===== src/rtl/game_level_controller.sv =====
// rtl/game_level_controller.sv - game-flow FSM producing levelCode, lives, freeze and levelStart
//
// Purpose: tracks level progression and lives from per-frame game events, holds
// gameplay frozen for FREEZE_FRAMES frames after each level (re)start, and holds
// the WIN / GAME_OVER screens for at least END_FRAMES frames before a restart.
//
// Ports:
//   clk          system clock
//   resetN       asynchronous active-low reset
//   startOfFrame one-cycle pulse per video frame
//   levelDone    one-cycle pulse, current level cleared
//   playerHit    one-cycle pulse, player lost a life
//   restartKey   synchronised level key, rising edge requests restart
//   levelCode    00 LEVEL_ONE, 01 LEVEL_TWO, 10 WIN, 11 GAME_OVER (registered)
//   lives        remaining lives (registered)
//   freeze       1 while game objects must hold position
//   levelStart   one-cycle pulse when play begins (registered)
module game_level_controller #(
    parameter int LIVES_INIT    = 3,
    parameter int FREEZE_FRAMES = 60,
    parameter int END_FRAMES    = 180
) (
    input  logic       clk,
    input  logic       resetN,
    input  logic       startOfFrame,
    input  logic       levelDone,
    input  logic       playerHit,
    input  logic       restartKey,
    output logic [1:0] levelCode,
    output logic [2:0] lives,
    output logic       freeze,
    output logic       levelStart
);

    typedef enum logic [1:0] {
        S_L1   = 2'b00,
        S_L2   = 2'b01,
        S_WIN  = 2'b10,
        S_OVER = 2'b11
    } state_t;

    localparam logic [2:0] C_LIVES_INIT = 3'(LIVES_INIT);
    localparam logic [7:0] C_FREEZE     = 8'(FREEZE_FRAMES);
    localparam logic [7:0] C_END        = 8'(END_FRAMES);

    state_t     r_state,       w_state_nxt;
    logic [2:0] r_lives,       w_lives_nxt;
    logic [7:0] r_freeze_cnt,  w_freeze_cnt_nxt;
    logic [7:0] r_end_cnt,     w_end_cnt_nxt;
    logic       r_level_start, w_level_start_nxt;
    logic       r_key_d;
    logic       w_key_rise;
    logic       w_in_level;

    assign w_key_rise = restartKey & ~r_key_d;
    assign w_in_level = (r_state == S_L1) || (r_state == S_L2);

    always_ff @(posedge clk or negedge resetN) begin
        if (!resetN) begin
            r_state       <= S_L1;
            r_lives       <= C_LIVES_INIT;
            r_freeze_cnt  <= C_FREEZE;
            r_end_cnt     <= 8'd0;
            r_level_start <= 1'b0;
            r_key_d       <= 1'b0;
        end else begin
            r_state       <= w_state_nxt;
            r_lives       <= w_lives_nxt;
            r_freeze_cnt  <= w_freeze_cnt_nxt;
            r_end_cnt     <= w_end_cnt_nxt;
            r_level_start <= w_level_start_nxt;
            r_key_d       <= restartKey;
        end
    end

    always_comb begin
        w_state_nxt       = r_state;
        w_lives_nxt       = r_lives;
        w_freeze_cnt_nxt  = r_freeze_cnt;
        w_end_cnt_nxt     = r_end_cnt;
        w_level_start_nxt = 1'b0;

        if (w_in_level) begin
            if (r_freeze_cnt != 8'd0) begin
                // Frozen: count frames down; events are dropped, not queued.
                if (startOfFrame) begin
                    w_freeze_cnt_nxt = r_freeze_cnt - 8'd1;
                    if (r_freeze_cnt == 8'd1) begin
                        w_level_start_nxt = 1'b1;
                    end
                end
            end else if (levelDone) begin
                // levelDone has priority over a simultaneous playerHit.
                if (r_state == S_L1) begin
                    w_state_nxt      = S_L2;
                    w_freeze_cnt_nxt = C_FREEZE;
                end else begin
                    w_state_nxt   = S_WIN;
                    w_end_cnt_nxt = C_END;
                end
            end else if (playerHit) begin
                if (r_lives > 3'd1) begin
                    w_lives_nxt      = r_lives - 3'd1;
                    w_freeze_cnt_nxt = C_FREEZE;
                end else begin
                    w_lives_nxt   = 3'd0;
                    w_state_nxt   = S_OVER;
                    w_end_cnt_nxt = C_END;
                end
            end
        end else begin
            if (startOfFrame && (r_end_cnt != 8'd0)) begin
                w_end_cnt_nxt = r_end_cnt - 8'd1;
            end
            // Only a fresh edge after the hold time expires restarts the game.
            if ((r_end_cnt == 8'd0) && w_key_rise) begin
                w_state_nxt      = S_L1;
                w_lives_nxt      = C_LIVES_INIT;
                w_freeze_cnt_nxt = C_FREEZE;
            end
        end
    end

    assign levelCode  = r_state;
    assign lives      = r_lives;
    // End screens are always frozen; in a level freeze tracks the counter.
    assign freeze     = !w_in_level || (r_freeze_cnt != 8'd0);
    assign levelStart = r_level_start;

endmodule


===== config.mk =====
export PLATFORM = sky130hd
export DESIGN_NAME = game_level_controller
export DESIGN_NICKNAME = d
export VERILOG_FILES = /design/src/rtl/game_level_controller.sv
export SDC_FILE = /design/constraint.sdc
export NUM_CORES = 1
export LEC_CHECK = 0
export ABC_AREA = 1
export CAP_MARGIN = 20
export CORE_MARGIN = 2
export CORE_UTILIZATION = 50
export DETAILED_ROUTE_END_ITERATION = 6
export HOLD_SLACK_MARGIN = 0.12
export PLACE_DENSITY = 0.73
export SLEW_MARGIN = 10
export SYNTH_ARGS = -nofsm -noshare
export SYNTH_HDL_FRONTEND = slang
export SYNTH_SLANG_ARGS = --single-unit

===== constraint.sdc =====
create_clock -name clk -period 1.5 [get_ports clk]
set_clock_uncertainty 0.15 [all_clocks]
set_input_delay 0.45 -clock clk [delete_from_list [all_inputs] [get_ports clk]]
set_output_delay 0.45 -clock clk [all_outputs]
set_load 0.02 [all_outputs]

==> implementation parameters <==
Parameter                              Value

CTS
  Number of buffers added by the clock tree synthesis step ... 3
  Clock slew at reported path FFs ... 150 ps
  Root cell of the clock tree ... sky130_fd_sc_hd__clkbuf_4
  Bufs on Longest Clock Path ... 2
  TritonCTS sink count ... 23
  Clock network latency to the later pin of the worst-skew pair ... 330 ps
  TritonCTS clock tree ... built
  Count of hold-fix buffers inserted at cts ... 0
  H-tree depth reported by CTS ... 1

Placement
  Number of buffer cells added on primary ports ... 12
  Placer congestion estimate ... 0.8837
  Post-DP HPWL ... 2995 microns
  Total cell area at the placement stage ... 2226 sq um
  Number of placed instances, taps included ... 339
  Pre-CTS worst setup slack ... -511.5 ps

Synthesis
  Largest family of logic cells by synthesized area ... simple AND/OR/NAND/NOR gates
  Share of synthesized cell area in and, or, nand and nor gates ... 0.4630
  Average instance area after synthesis ... 6.970 sq um
  Adder-cell share of the synthesized area ... 0.05236
  Synth Instances ... 240
  Yosys Warn Count ... 0
  Multiplexer share of the synthesized area ... 0
  Area of the mapped netlist ... 1673 sq um
  Synthesized-area fraction occupied by ao, oa, aoi and oai cells ... 0.04413
  Number of synthesized register bits ... 23
  Seq/Total Area, Yosys ... 0.3485
  Synthesized net count ... 253
  Number of distinct library cells after synthesis ... 27
  Share of the synthesized netlist area taken by xor and xnor gates ... 0.005236

Setup path
  Signal arrival time at the worst endpoint ... 1330 ps
  Critical setup path kind ... reg2out
  Largest driver fanout on the critical path ... 2
  Data required time of the critical path ... 900 ps
  Critical Path Start Type ... flop
  CP Capture Type ... output pin

STA
  Transition time at the pin with the least slew margin ... 330.1 ps
  Setup violators final ... 27
  Ratio of final minimum period to clock period ... 1.288
  Max-slew headroom at the worst pin ... 0.7795
  Setup TNS ... -6257 ps
  Unrepaired setup endpoints after global routing ... true
  Crit path setup slack, layout ... -432.3 ps
  Hold Worst Slack ... 301.6 ps
  Slew Limit Fails ... 0
  Period minus WS final ... 1932 ps
  Fmax ... 517.5 MHz
  Final Hold Vio Count ... 0

Job
  Max Cap Viol ... 0

GRT
  Pin count of the biggest net entering global routing ... 24
  Number of global-route vias before repair ... 1,692
  Total congestion overflow ... 0
  Initial antenna violation count ... 0
  First-pass GRT wire length ... 7721 microns
  Global Route Usage Sum ... 0.2768

Pwr
  Proportion of total power due to net switching ... 0.4951
  Flop pwr share ... 0.186
  Leakage power figure ... 1.366 nW
  Internal power ... 0.003103 W
  Power density over cell area ... 2265 nW/um^2
  Part of the total power dissipated in combinational logic ... 0.763
  Worst ir drop on vdd ... 0.001596 V
  Switching pwr ... 0.003042 W
  Clock power share ... 0.051

Die
  Row Count ... 21
  Area of the die ... 3824 sq um
  Starting Density ... 0.5093
  Boundary Pins ... 13
  Core Region ... 3284 sq um
  Die Ht ... 61.84 microns
  Die outline width ... 61.84 microns

Cells and area
  Area added between synthesis and finish ... 62.15%
  Final std cells w/o fill ... 359
  Filler cell count in the final layout ... 195
  Fraction of layout instances using a drive strength above 1 ... 0.4952
  Cell area after layout ... 2713 sq um
  NumNets Final ... 327
  Ant. Diodes ... 0

Route
  DRT iter0 DRCs ... 128
  DRC ... 0
  Vias per cell ... 5.262
  Detailed-route wire length per cell ... 16.00 microns
  First-pass DRT Iterations ... 4
  Antenna Nets Post-Route ... 0
  Total via count in the routed design ... 1,889
  Final routed wirelength across all metal layers ... 5744 microns

Outcome
  Result of the run ... finished with violations
  Violated checks ... negative setup slack

Hold path
  Worst min-delay path class ... in2async
critical path, cell delays in order (launching register included):
cell and delay (ps):
sky130_fd_sc_hd__dfrtp_1 430, sky130_fd_sc_hd__inv_2 90, sky130_fd_sc_hd__ha_4 130, sky130_fd_sc_hd__nand2_4 50
sky130_fd_sc_hd__nor2_4 110, sky130_fd_sc_hd__nand2_2 60, sky130_fd_sc_hd__buf_6 130
worst paths after layout:
path                            slack, ps            start  cells after the start         endpoint
min in group clk                      370        levelDone                      4     levelCode[0]
worst min register to register        450     r_end_cnt[2]                      3     r_end_cnt[2]
worst max register to register       -280  r_freeze_cnt[4]                     11         lives[0]
max in group asynchronous             650           resetN                      2  r_freeze_cnt[4]
worst max-delay path                 -430  r_freeze_cnt[1]                      6           freeze
worst min-delay path                  300           resetN                      2     r_end_cnt[5]
cell families (layout without fill, tap and decap cells):
family | count (synthesis) | after routing
AO/OA/AOI/OAI | 12 | 12
XOR/XNOR | 1 | 1
adder cells (fa/ha/maj) | 7 | 7
buffers and inverters | 37 | 109
flip-flops | 23 | 23
AND/OR/NAND/NOR | 160 | 161
timing repair:
action                                  4_1_cts  5_1_grt
gates resized for setup                      76       41
pin swaps                                    27       20
endpoints found under the setup margin       29       28
gates cloned                                  1        0
setup buffers                                10        7
per-stage QoR:
step / util / power, W
floorplan: - / 0.003232
global placement: 0.6777 / 0.004338
detailed placement: 0.6777 / 0.004418
CTS: 0.7623 / 0.005333
global route: 0.8259 / 0.006514
finish: 0.8259 / 0.006145
per-layer routing:
metal  global-route usage  share of wire  vias up
met3              0.04762          0.042       14
met2               0.4737           0.54       60
li1                     -              -      910
met4               0.1094          0.024        0
met5                    0              0        -
met1               0.3472           0.39      905
cell usage after synthesis:
library cell	instances	area [sq um]
sky130_fd_sc_hd__nand3_1	33	165.2
sky130_fd_sc_hd__nand2_1	74	277.8
sky130_fd_sc_hd__buf_2	1	5.000
sky130_fd_sc_hd__nand3_4	1	17.52
sky130_fd_sc_hd__o21ai_0	4	20.02
sky130_fd_sc_hd__or2_2	2	12.51
sky130_fd_sc_hd__dfrtp_1	17	425.4
sky130_fd_sc_hd__nor2_2	2	12.51
sky130_fd_sc_hd__ha_1	7	87.58
sky130_fd_sc_hd__inv_2	3	11.26
sky130_fd_sc_hd__inv_1	31	116.4
sky130_fd_sc_hd__nor2_4	3	33.78
sky130_fd_sc_hd__nand2_4	3	33.78
sky130_fd_sc_hd__nand2_2	5	31.28
sky130_fd_sc_hd__xnor2_1	1	8.760
sky130_fd_sc_hd__a21oi_1	2	10.01
sky130_fd_sc_hd__nor3_1	2	10.01
sky130_fd_sc_hd__a21oi_4	1	16.27
sky130_fd_sc_hd__nand4_1	8	50.05
sky130_fd_sc_hd__nor2_8	1	20.02
sky130_fd_sc_hd__clkinv_2	1	5.000
sky130_fd_sc_hd__nand3_2	2	20.02
sky130_fd_sc_hd__dfstp_2	6	157.7
sky130_fd_sc_hd__nor2_1	24	90.09
sky130_fd_sc_hd__buf_4	1	7.510
sky130_fd_sc_hd__o21bai_1	1	7.510
sky130_fd_sc_hd__o21ai_1	4	20.02
layout by cell type, fill, tap and decap left out, types with 4 or more instances in the layout:
master / Yosys / routed
sky130_fd_sc_hd__inv_2: 3 / 4
sky130_fd_sc_hd__nand3_2: 2 / 13
sky130_fd_sc_hd__dfrtp_1: 17 / 16
sky130_fd_sc_hd__dfstp_2: 6 / 6
sky130_fd_sc_hd__nand2_4: 3 / 6
sky130_fd_sc_hd__ha_4: 0 / 4
sky130_fd_sc_hd__buf_4: 1 / 47
sky130_fd_sc_hd__buf_6: 0 / 14
sky130_fd_sc_hd__nand2_1: 74 / 53
sky130_fd_sc_hd__nand3_1: 33 / 20
sky130_fd_sc_hd__nand2_2: 5 / 20
sky130_fd_sc_hd__inv_4: 0 / 4
sky130_fd_sc_hd__inv_1: 31 / 26
sky130_fd_sc_hd__nor2_1: 24 / 19
sky130_fd_sc_hd__nand4_1: 8 / 8
sky130_fd_sc_hd__clkdlybuf4s50_1: 0 / 4
sky130_fd_sc_hd__nor2_2: 2 / 4
sky130_fd_sc_hd__nor2_4: 3 / 7
power by group through the flow:
stage	registers [W]	logic, W	clock network, W
after global placement	0.00111	0.00322	0
after CTS	0.00111	0.00391	0.000311
after floorplan	0.00124	0.00199	0
final	0.00114	0.00469	0.000316
after detailed placement	0.00112	0.00330	0
after global routing	0.00117	0.00501	0.000340
final cells by class:
class / count / area (sq um) / area share
well taps: 46 / 57.56 / 0.02122
repair buffers: 70 / 628.1 / 0.2315
inverters: 35 / 142.6 / 0.05258
flip-flops and latches: 23 / 584.3 / 0.2154
multi-input cells: 181 / 1274 / 0.4696
clock buffers: 4 / 26.28 / 0.009686
flip-flops by register name (all words and copies together) (netlist names):
name          cells
r_freeze_cnt      8
levelCode         2
levelStart        1
lives             3
r_key_d           1
r_end_cnt         8
Power figures use the tool's default switching activity.
==> variant: new RTL, config.mk and constraints unchanged <==
Add an input register stage for `restartKey`; this delays it by one clock. The other inputs are not delayed to match.
--- a/src/rtl/game_level_controller.sv
+++ b/src/rtl/game_level_controller.sv
@@ -43,6 +43,12 @@
     localparam logic [7:0] C_FREEZE     = 8'(FREEZE_FRAMES);
     localparam logic [7:0] C_END        = 8'(END_FRAMES);
 
+    logic restartKey_q;
+
+    always_ff @(posedge clk) begin
+        restartKey_q <= restartKey;
+    end
+
     state_t     r_state,       w_state_nxt;
     logic [2:0] r_lives,       w_lives_nxt;
     logic [7:0] r_freeze_cnt,  w_freeze_cnt_nxt;
@@ -52,7 +58,7 @@
     logic       w_key_rise;
     logic       w_in_level;
 
-    assign w_key_rise = restartKey & ~r_key_d;
+    assign w_key_rise = restartKey_q & ~r_key_d;
     assign w_in_level = (r_state == S_L1) || (r_state == S_L2);
 
     always_ff @(posedge clk or negedge resetN) begin
@@ -69,7 +75,7 @@
             r_freeze_cnt  <= w_freeze_cnt_nxt;
             r_end_cnt     <= w_end_cnt_nxt;
             r_level_start <= w_level_start_nxt;
-            r_key_d       <= restartKey;
+            r_key_d       <= restartKey_q;
         end
     end
 
Formal check against the unedited RTL: same outputs for any inputs over 10 cycles, from zero or initial values and one cycle with resetN low; that may be too few to reach the edited logic, so the function may still have changed.
==> variant against the unedited design <==
The run still ends with negative setup slack left. Design area fell by 6.0%. Worst hold slack got worse by 0.082 ns. Area after synthesis fell by 1.6%. Worst setup slack improved by 0.028 ns. Power fell by 15%. Sequential cell count rose by 1. Non-clock buffer count fell by 5. Routed wire length fell by 18%. Largest cell class unchanged.
==> variant: results (changes against the unedited design) <==
stage	metric	value	unit	change
sta	Slew headroom	0.7929		+0.01346
setup_path	crit path DAT	1.30	ns	-0.03 ns
power_and_ir_drop	leakage power	0.001256	uW	-8.0%
layout	final cell count without fillers	334		-7.0%
setup_path	r2r endpoint	levelCode[1]		
status	failing checks	negative setup slack		
routing	vias per inst	5.299		+0.71%
global_route	GRT met3 Usage	0.03571		-0.01190
synth	top cell types by occurrence after synthesis	nand2_1, inv_1, nand3_1, nor2_1, dfrtp_1		
sta	post-route setup slack	-0.4039	ns	+0.02838 ns
synth	Syn Inst Count	222		-7.5%
synth	sequential area share after synthesis	0.3663		+0.01772
layout	Fillers	184		-5.6%
global_route	met1 Usage GRT	0.3181		-0.02909
setup_path	Register-to-Register Path Depth	9		-2
sta	# setup viols final	27		unchanged
placement	DP HPWL	2690	um	-10%
status	status	finished with violations		
power_and_ir_drop	worst vdd rail ir drop	0.001381	V	-14%
routing	post-DR wirelength/cell	14.14	um	-12%
placement	Routability Congestion	0.8899		+0.70%
synth	Async S/R FF share, synth	0.9583		-0.04167
setup_path	reg2reg start	r_freeze_cnt[6]		
hold_path	hold crit path type	flip-flop to flip-flop		
clock_tree	post-CTS setup buffer count	13		+3
[variant: worst min path at each step]
stage / startpoint / cells after the start / slack, ns / to
6_report: restartKey_q / 0 / 0.22 / r_key_d
5_1_grt: restartKey_q / 0 / 0.23 / r_key_d
4_1_cts: restartKey_q / 0 / 0.21 / r_key_d
3_5_place_dp: restartKey_q / 0 / 0.20 / r_key_d
3_3_place_gp: restartKey_q / 0 / 0.19 / r_key_d
2_1_floorplan: resetN / 0 / 0.004 / levelCode[0]
[variant: per-stage QoR]
step | setup slack, ns | TNS (ns)
global route | -0.4479 | -7.852
floorplan | -0.1093 | -1.903
finish | -0.4039 | -6.190
detailed placement | -0.4429 | -8.837
CTS | -0.3901 | -3.501
global placement | -0.4317 | -8.637
[variant: kinds of logic after synthesis]
group	synth area share
buf+inv	0.07067
xor+xnor	0.01596
simple gates	0.4400
compound gates	0.05395
flops	0.3663
fa+ha+maj	0.05319
[variant: layout make-up]
type	instances	area [um2]	area share
inverters	27	103.9	0.04071
multi-input cells	170	1171	0.4590
clock buffers	4	36.28	0.01422
well taps	44	55.05	0.02158
flip-flops and latches	24	605.6	0.2374
repair buffers	65	579.3	0.2271
[variant: routing by layer]
metal  vias to the layer above  wire, um
li1                        848         -
met3                        17       257
met5                         -         0
met4                         0       122
met2                        77      2332
met1                       828      2010
[variant: power breakdown]
part,internal (uW),total (uW),leakage (uW),switching (uW)
Sequential,972,1180,0.000285,212
Combinational,1750,3680,0.000950,1940
Clock,149,371,0.0000210,222
[variant: critical path, delay by kind of cell, from the launching register on]
family / cells / cell delay, ns
buffers and inverters: 1 / 0.12
DFF: 1 / 0.43
and+or+nand+nor: 4 / 0.41
